## src/rtl/hevc_transform_pkg.sv

```systemverilog
// Shared constants and helpers for the HEVC inverse-transform actors.
package hevc_transform_pkg;

    // Actor FSM encoding; kept as plain constants so older blocks can share it.
    typedef logic [1:0] state_t;
    localparam state_t IDLE = 2'd0;
    localparam state_t LOAD = 2'd1;
    localparam state_t EMIT = 2'd2;

    // HEVC 4-point DCT basis. Row k weights input sample x[k]; column n is output row n.
    localparam logic signed [7:0] IDCT4_COEF [4][4] = '{
        '{ 8'sd64,  8'sd64,  8'sd64,  8'sd64},
        '{ 8'sd83,  8'sd36, -8'sd36, -8'sd83},
        '{ 8'sd64, -8'sd64, -8'sd64,  8'sd64},
        '{ 8'sd36, -8'sd83,  8'sd83, -8'sd36}
    };

    // Rounding offset that makes the downstream right-shift round to nearest.
    function automatic int rnd_offset(input int shift_num);
        return 1 << (shift_num - 1);
    endfunction

endpackage

```

## src/rtl/flux_priority_sel.sv

```systemverilog
// Picks the highest-index non-empty input stream. Shared by all multi-flux actors
// so that every stage of the dataflow agrees on the same priority order.
module flux_priority_sel #(
    parameter int FLUX  = 2,
    parameter int TAG_W = (FLUX > 1) ? $clog2(FLUX) : 1
) (
    input  logic [FLUX-1:0]  empty,
    output logic [TAG_W-1:0] tag,
    output logic             valid
);

    // Ascending scan: the last non-empty index seen wins, i.e. highest index.
    always_comb begin
        tag   = '0;
        valid = 1'b0;
        for (int i = 0; i < FLUX; i++) begin
            if (!empty[i]) begin
                tag   = TAG_W'(i);
                valid = 1'b1;
            end
        end
    end

endmodule

```

## src/rtl/idct4_mac.sv

```systemverilog
// Row stage of the HEVC 4-point inverse transform: gathers 4 coefficients from one
// locked input stream, then emits the 4 matrix-product rows (rounding offset included).
module idct4_mac
    import hevc_transform_pkg::*;
#(
    parameter int DATA_IN_WIDTH = 16,
    parameter int DATA_WIDTH    = 27,
    parameter int FLUX          = 2,
    parameter int SHIFT_NUM     = 11
) (
    input  logic                     clk,
    input  logic                     rst,
    input  logic [FLUX-1:0]          read_port_empty,
    input  logic [DATA_IN_WIDTH-1:0] read_port_dout,
    output logic [FLUX-1:0]          read_port_read,
    input  logic                     write_port_full,
    output logic [DATA_WIDTH-1:0]    write_port_din,
    output logic                     write_port_write
);

    localparam int TAG_W = (FLUX > 1) ? $clog2(FLUX) : 1;
    localparam int PW    = DATA_IN_WIDTH + 8;
    localparam int RND   = rnd_offset(SHIFT_NUM);

    state_t                          state;
    logic [1:0]                      cnt;
    logic [TAG_W-1:0]                lock_tag;
    logic signed [DATA_IN_WIDTH-1:0] x [4];

    logic [TAG_W-1:0]                sel_tag;
    logic                            sel_valid;
    logic                            lock_avail;
    logic signed [PW-1:0]            prod [4];
    logic signed [DATA_WIDTH-1:0]    sum;

    flux_priority_sel #(
        .FLUX  (FLUX),
        .TAG_W (TAG_W)
    ) u_sel (
        .empty (read_port_empty),
        .tag   (sel_tag),
        .valid (sel_valid)
    );

    assign lock_avail = !read_port_empty[lock_tag];

    // One constant multiply per tap; coefficient column chosen by the row being emitted.
    for (genvar k = 0; k < 4; k++) begin : g_tap
        assign prod[k] = PW'(x[k]) * PW'(IDCT4_COEF[k][cnt]);
    end

    // Row sum with the rounding offset folded in; |sum| <= 2^23 so no saturation needed.
    always_comb begin
        sum = DATA_WIDTH'(RND);
        for (int k = 0; k < 4; k++) begin
            sum = sum + DATA_WIDTH'(prod[k]);
        end
    end

    assign write_port_din = sum;

    // Strobes are gated by reset so nothing is popped or pushed during a reset cycle.
    always_comb begin
        read_port_read   = '0;
        write_port_write = 1'b0;
        if (!rst) begin
            case (state)
                IDLE:    if (sel_valid)  read_port_read[sel_tag]  = 1'b1;
                LOAD:    if (lock_avail) read_port_read[lock_tag] = 1'b1;
                EMIT:    write_port_write = !write_port_full;
                default: ;
            endcase
        end
    end

    // Group FSM: lock a stream, capture 4 samples, emit 4 rows, return to arbitration.
    always_ff @(posedge clk) begin
        if (rst) begin
            state    <= IDLE;
            cnt      <= 2'd0;
            lock_tag <= '0;
            for (int k = 0; k < 4; k++) x[k] <= '0;
        end else begin
            case (state)
                IDLE: begin
                    if (sel_valid) begin
                        lock_tag <= sel_tag;
                        x[0]     <= read_port_dout;
                        cnt      <= 2'd1;
                        state    <= LOAD;
                    end
                end
                LOAD: begin
                    if (lock_avail) begin
                        x[cnt] <= read_port_dout;
                        cnt    <= cnt + 2'd1;
                        if (cnt == 2'd3) state <= EMIT;
                    end
                end
                EMIT: begin
                    if (!write_port_full) begin
                        cnt <= cnt + 2'd1;
                        if (cnt == 2'd3) state <= IDLE;
                    end
                end
                default: begin
                    state <= IDLE;
                    cnt   <= 2'd0;
                end
            endcase
        end
    end

endmodule

```

## config.mk

```make
export PLATFORM = sky130hd
export DESIGN_NAME = idct4_mac
export DESIGN_NICKNAME = d
export VERILOG_FILES = /design/src/rtl/hevc_transform_pkg.sv /design/src/rtl/flux_priority_sel.sv /design/src/rtl/idct4_mac.sv
export SDC_FILE = /design/constraint.sdc
export NUM_CORES = 1
export LEC_CHECK = 0
export ABC_AREA = 1
export CAP_MARGIN = 20
export CORE_ASPECT_RATIO = 1.4
export CORE_MARGIN = 2
export CORE_UTILIZATION = 52
export DETAILED_ROUTE_END_ITERATION = 10
export GPL_TIMING_DRIVEN = 0
export PLACE_DENSITY = 0.69
export SETUP_SLACK_MARGIN = 0.05
export SLEW_MARGIN = 30
export SYNTH_ARGS = -nofsm -noshare
export SYNTH_HDL_FRONTEND = slang
export SYNTH_SLANG_ARGS = --single-unit
```

## constraint.sdc

```tcl
create_clock -name clk -period 23.7 [get_ports clk]
set_input_delay 5.925 -clock clk [delete_from_list [all_inputs] [get_ports clk]]
set_output_delay 5.925 -clock clk [all_outputs]
set_load 0.005 [all_outputs]
```

==> impl_metrics.yaml <==
final_layout:
  final_common_cell: "inv_1"
  nets: 2444
  multiInputGateArea_um2: 11260
  area_growth_pct: 8.160
  layout_common_cells: "inv_1, nand2_1, fa_1, ha_1, nor2_1"
  antenna_cells: 0
  drive_gt1_frac: 0.02281
  regArea_um2: 2022
  nFillCells: 2746
  stdcell_area_um2: 17100
clock_network:
  cts_made_buffers: 9
  clock-sinks: 69
  cts_hold_buf: 0
  clk_latency_ps: 340
  cts_buffer_depth: 2
  cts_tree: "done"
  root_buffer: "clkbuf_16"
  clk_pin_slew_worst_paths_ps: 60
  postCtsSetupRepairBufs: 0
  htreeDepth: 3
  cts_resized: 0
drt:
  dr.pass1.iters: 5
  ant_nets: 0
  wl_um: 38950
  drc: 0
  via_per_inst: 5.101
  vias: 11800
  wl_per_cell_um: 16.83
  drt_iter0_drc: 706
logic_synthesis:
  synth_top_family_by_area: "adder cells"
  synth_warnings: 0
  postSynthCellCount: 1863
  synth-simple-area-share: 0.1352
  synth-xor-area-share: 0.01440
  yosysSeqAreaShare: 0.1279
  synth_area_leader_cell: "fa_1"
  synth_cell_type_count: 41
  synthMuxAreaShare: 0
  ys_ff_latch: 69
  syn_nets: 2383
  avgSynthCellArea_um2: 8.486
  synth_compound_area_frac: 0.02738
  yosys-top-cells-area: "fa_1, ha_1, inv_1"
  syn-cell-area_um2: 15810
  yosys.area_share.adder: 0.5355
  yosys.area.top_type_share: 0.3748
die:
  io_pins: 51
  num_rows: 75
  die_h_um: 210.3
  die_area_um2: 31830
  initial_core_util: 0.5281
  die_w_um: 151.4
  core_um2: 29940
timing:
  worstMarginPinSlew_ps: 937.2
  setup_slack_ps: 7805
  max-slew-margin-rel: 0.3729
  period_share: 0.6707
  whs_ps: 560.8
  hold_viol_final: 0
  tns_ps: 0
  setup_viol: 0
  max_freq_mhz: 62.91
  fin_skew_ps: 6.701
  fin_crit_ps: 15900
  drv_slew: 0
  rsz0062_at_grt: "false"
worst_setup_path:
  cp.arrival_ps: 9970
  worstPathRequired_ps: 17780
  r2r_slack_ps: 20840
  start_kind: "register"
  slowest_stage: "buf_1"
  slowest_delay_ps: 650
  endpoint_kind: "primary output"
  criticalPathCategory: "register to primary output"
  crit_fanout: 13
  cp_common_cell: "fa_1"
placed_design:
  gp_congestion: 0.9778
  place_ws_ps: 8128
  dpl.hpwl_um: 34280
  dpl_cell_area_um2: 16790
  port_buffers: 50
grt:
  first_global_vias: 12390
  grt_pass1_wl_um: 62410
  grt_overflow: 0
  track_usage: 0.2594
  grt_max_degree: 17
  antenna_found_initial: 0
min_path:
  hold_class: "register to register"
flow_run:
  maxCapViolations: 0
run_status:
  status: "finished clean"
[synthesized netlist by cell type]
cell type	number
nor2_1	159
o21bai_1	6
nor2_2	1
nand2_4	1
o211ai_1	2
dfxtp_1	5
a31oi_1	1
edfxtp_1	64
fa_1	296
nor4_1	15
or2_1	1
nor3_1	5
nand2b_1	1
nand2_2	1
nand4_1	13
nand3_1	28
o21ai_1	1
inv_2	5
a21o_1	4
o21ai_2	3
ha_1	203
o41ai_1	1
or2_2	2
clkbuf_1	18
nor2_4	2
nand2_1	297
buf_6	1
nand3b_1	1
buf_1	6
o21ai_0	20
inv_1	624
xor2_1	20
a31o_2	1
a21oi_1	33
a211oi_1	1
buf_4	1
clkinv_1	1
xnor2_1	6
buf_2	10
and2_1	1
a21boi_0	2
[state kept, by name, summed over array words and instances, names as in the netlist]
| signal | count |
|---|---|
| cnt | 2 |
| lock_tag | 1 |
| state | 2 |
| x | 64 |
[layout make-up]
class                      count  share of cell area
tap                          385             0.02817
buffer                        36            0.009293
sequential                    69              0.1182
clock inverter                 7            0.004830
clock buffer                   9             0.01317
multi-input combinational   1128              0.6587
timing repair buffer          50             0.02927
inverter                     630              0.1383
[critical path: cells and delay by family, from the launching register on]
family / cells / cell delay [ps]
simple gates: 9 / 1180
fa+ha+maj: 10 / 4820
buf+inv: 12 / 3310
flops: 1 / 310
[worst paths after layout]
path / from / cells after the start / endpoint
max reg2reg: cnt[0] / 8 / cnt[1]
max: cnt[0] / 31 / write_port_din[26]
min: state[1] / 2 / state[1]
min reg2reg: state[1] / 2 / state[1]
[logic make-up after synthesis]
logic type | Yosys count
buffers and inverters | 666
DFF | 69
xor gates and xnor gates | 26
adders and majority gates | 499
and+or+nand+nor | 528
AOI/OAI and AO/OA | 75
[routing by layer]
layer | part of all wire | wire length, µm | GRT usage
met5 | 0 | 0 | 0
met2 | 0.53 | 20640 | 0.4578
met1 | 0.36 | 13950 | 0.3006
met4 | 0.076 | 2974 | 0.1631
met3 | 0.036 | 1391 | 0.02186
[through the flow]
stage          utilization  instances
2_1_floorplan            -       1863
4_1_cts             0.5712       2314
6_report            0.5712       2314
3_3_place_gp        0.5609       2298
3_5_place_dp        0.5609       2298
5_1_grt             0.5712       2314
Power is left out: the tool's default activity adds up to more than one toggle a clock period on the data nets, which glitch-free logic cannot reach.
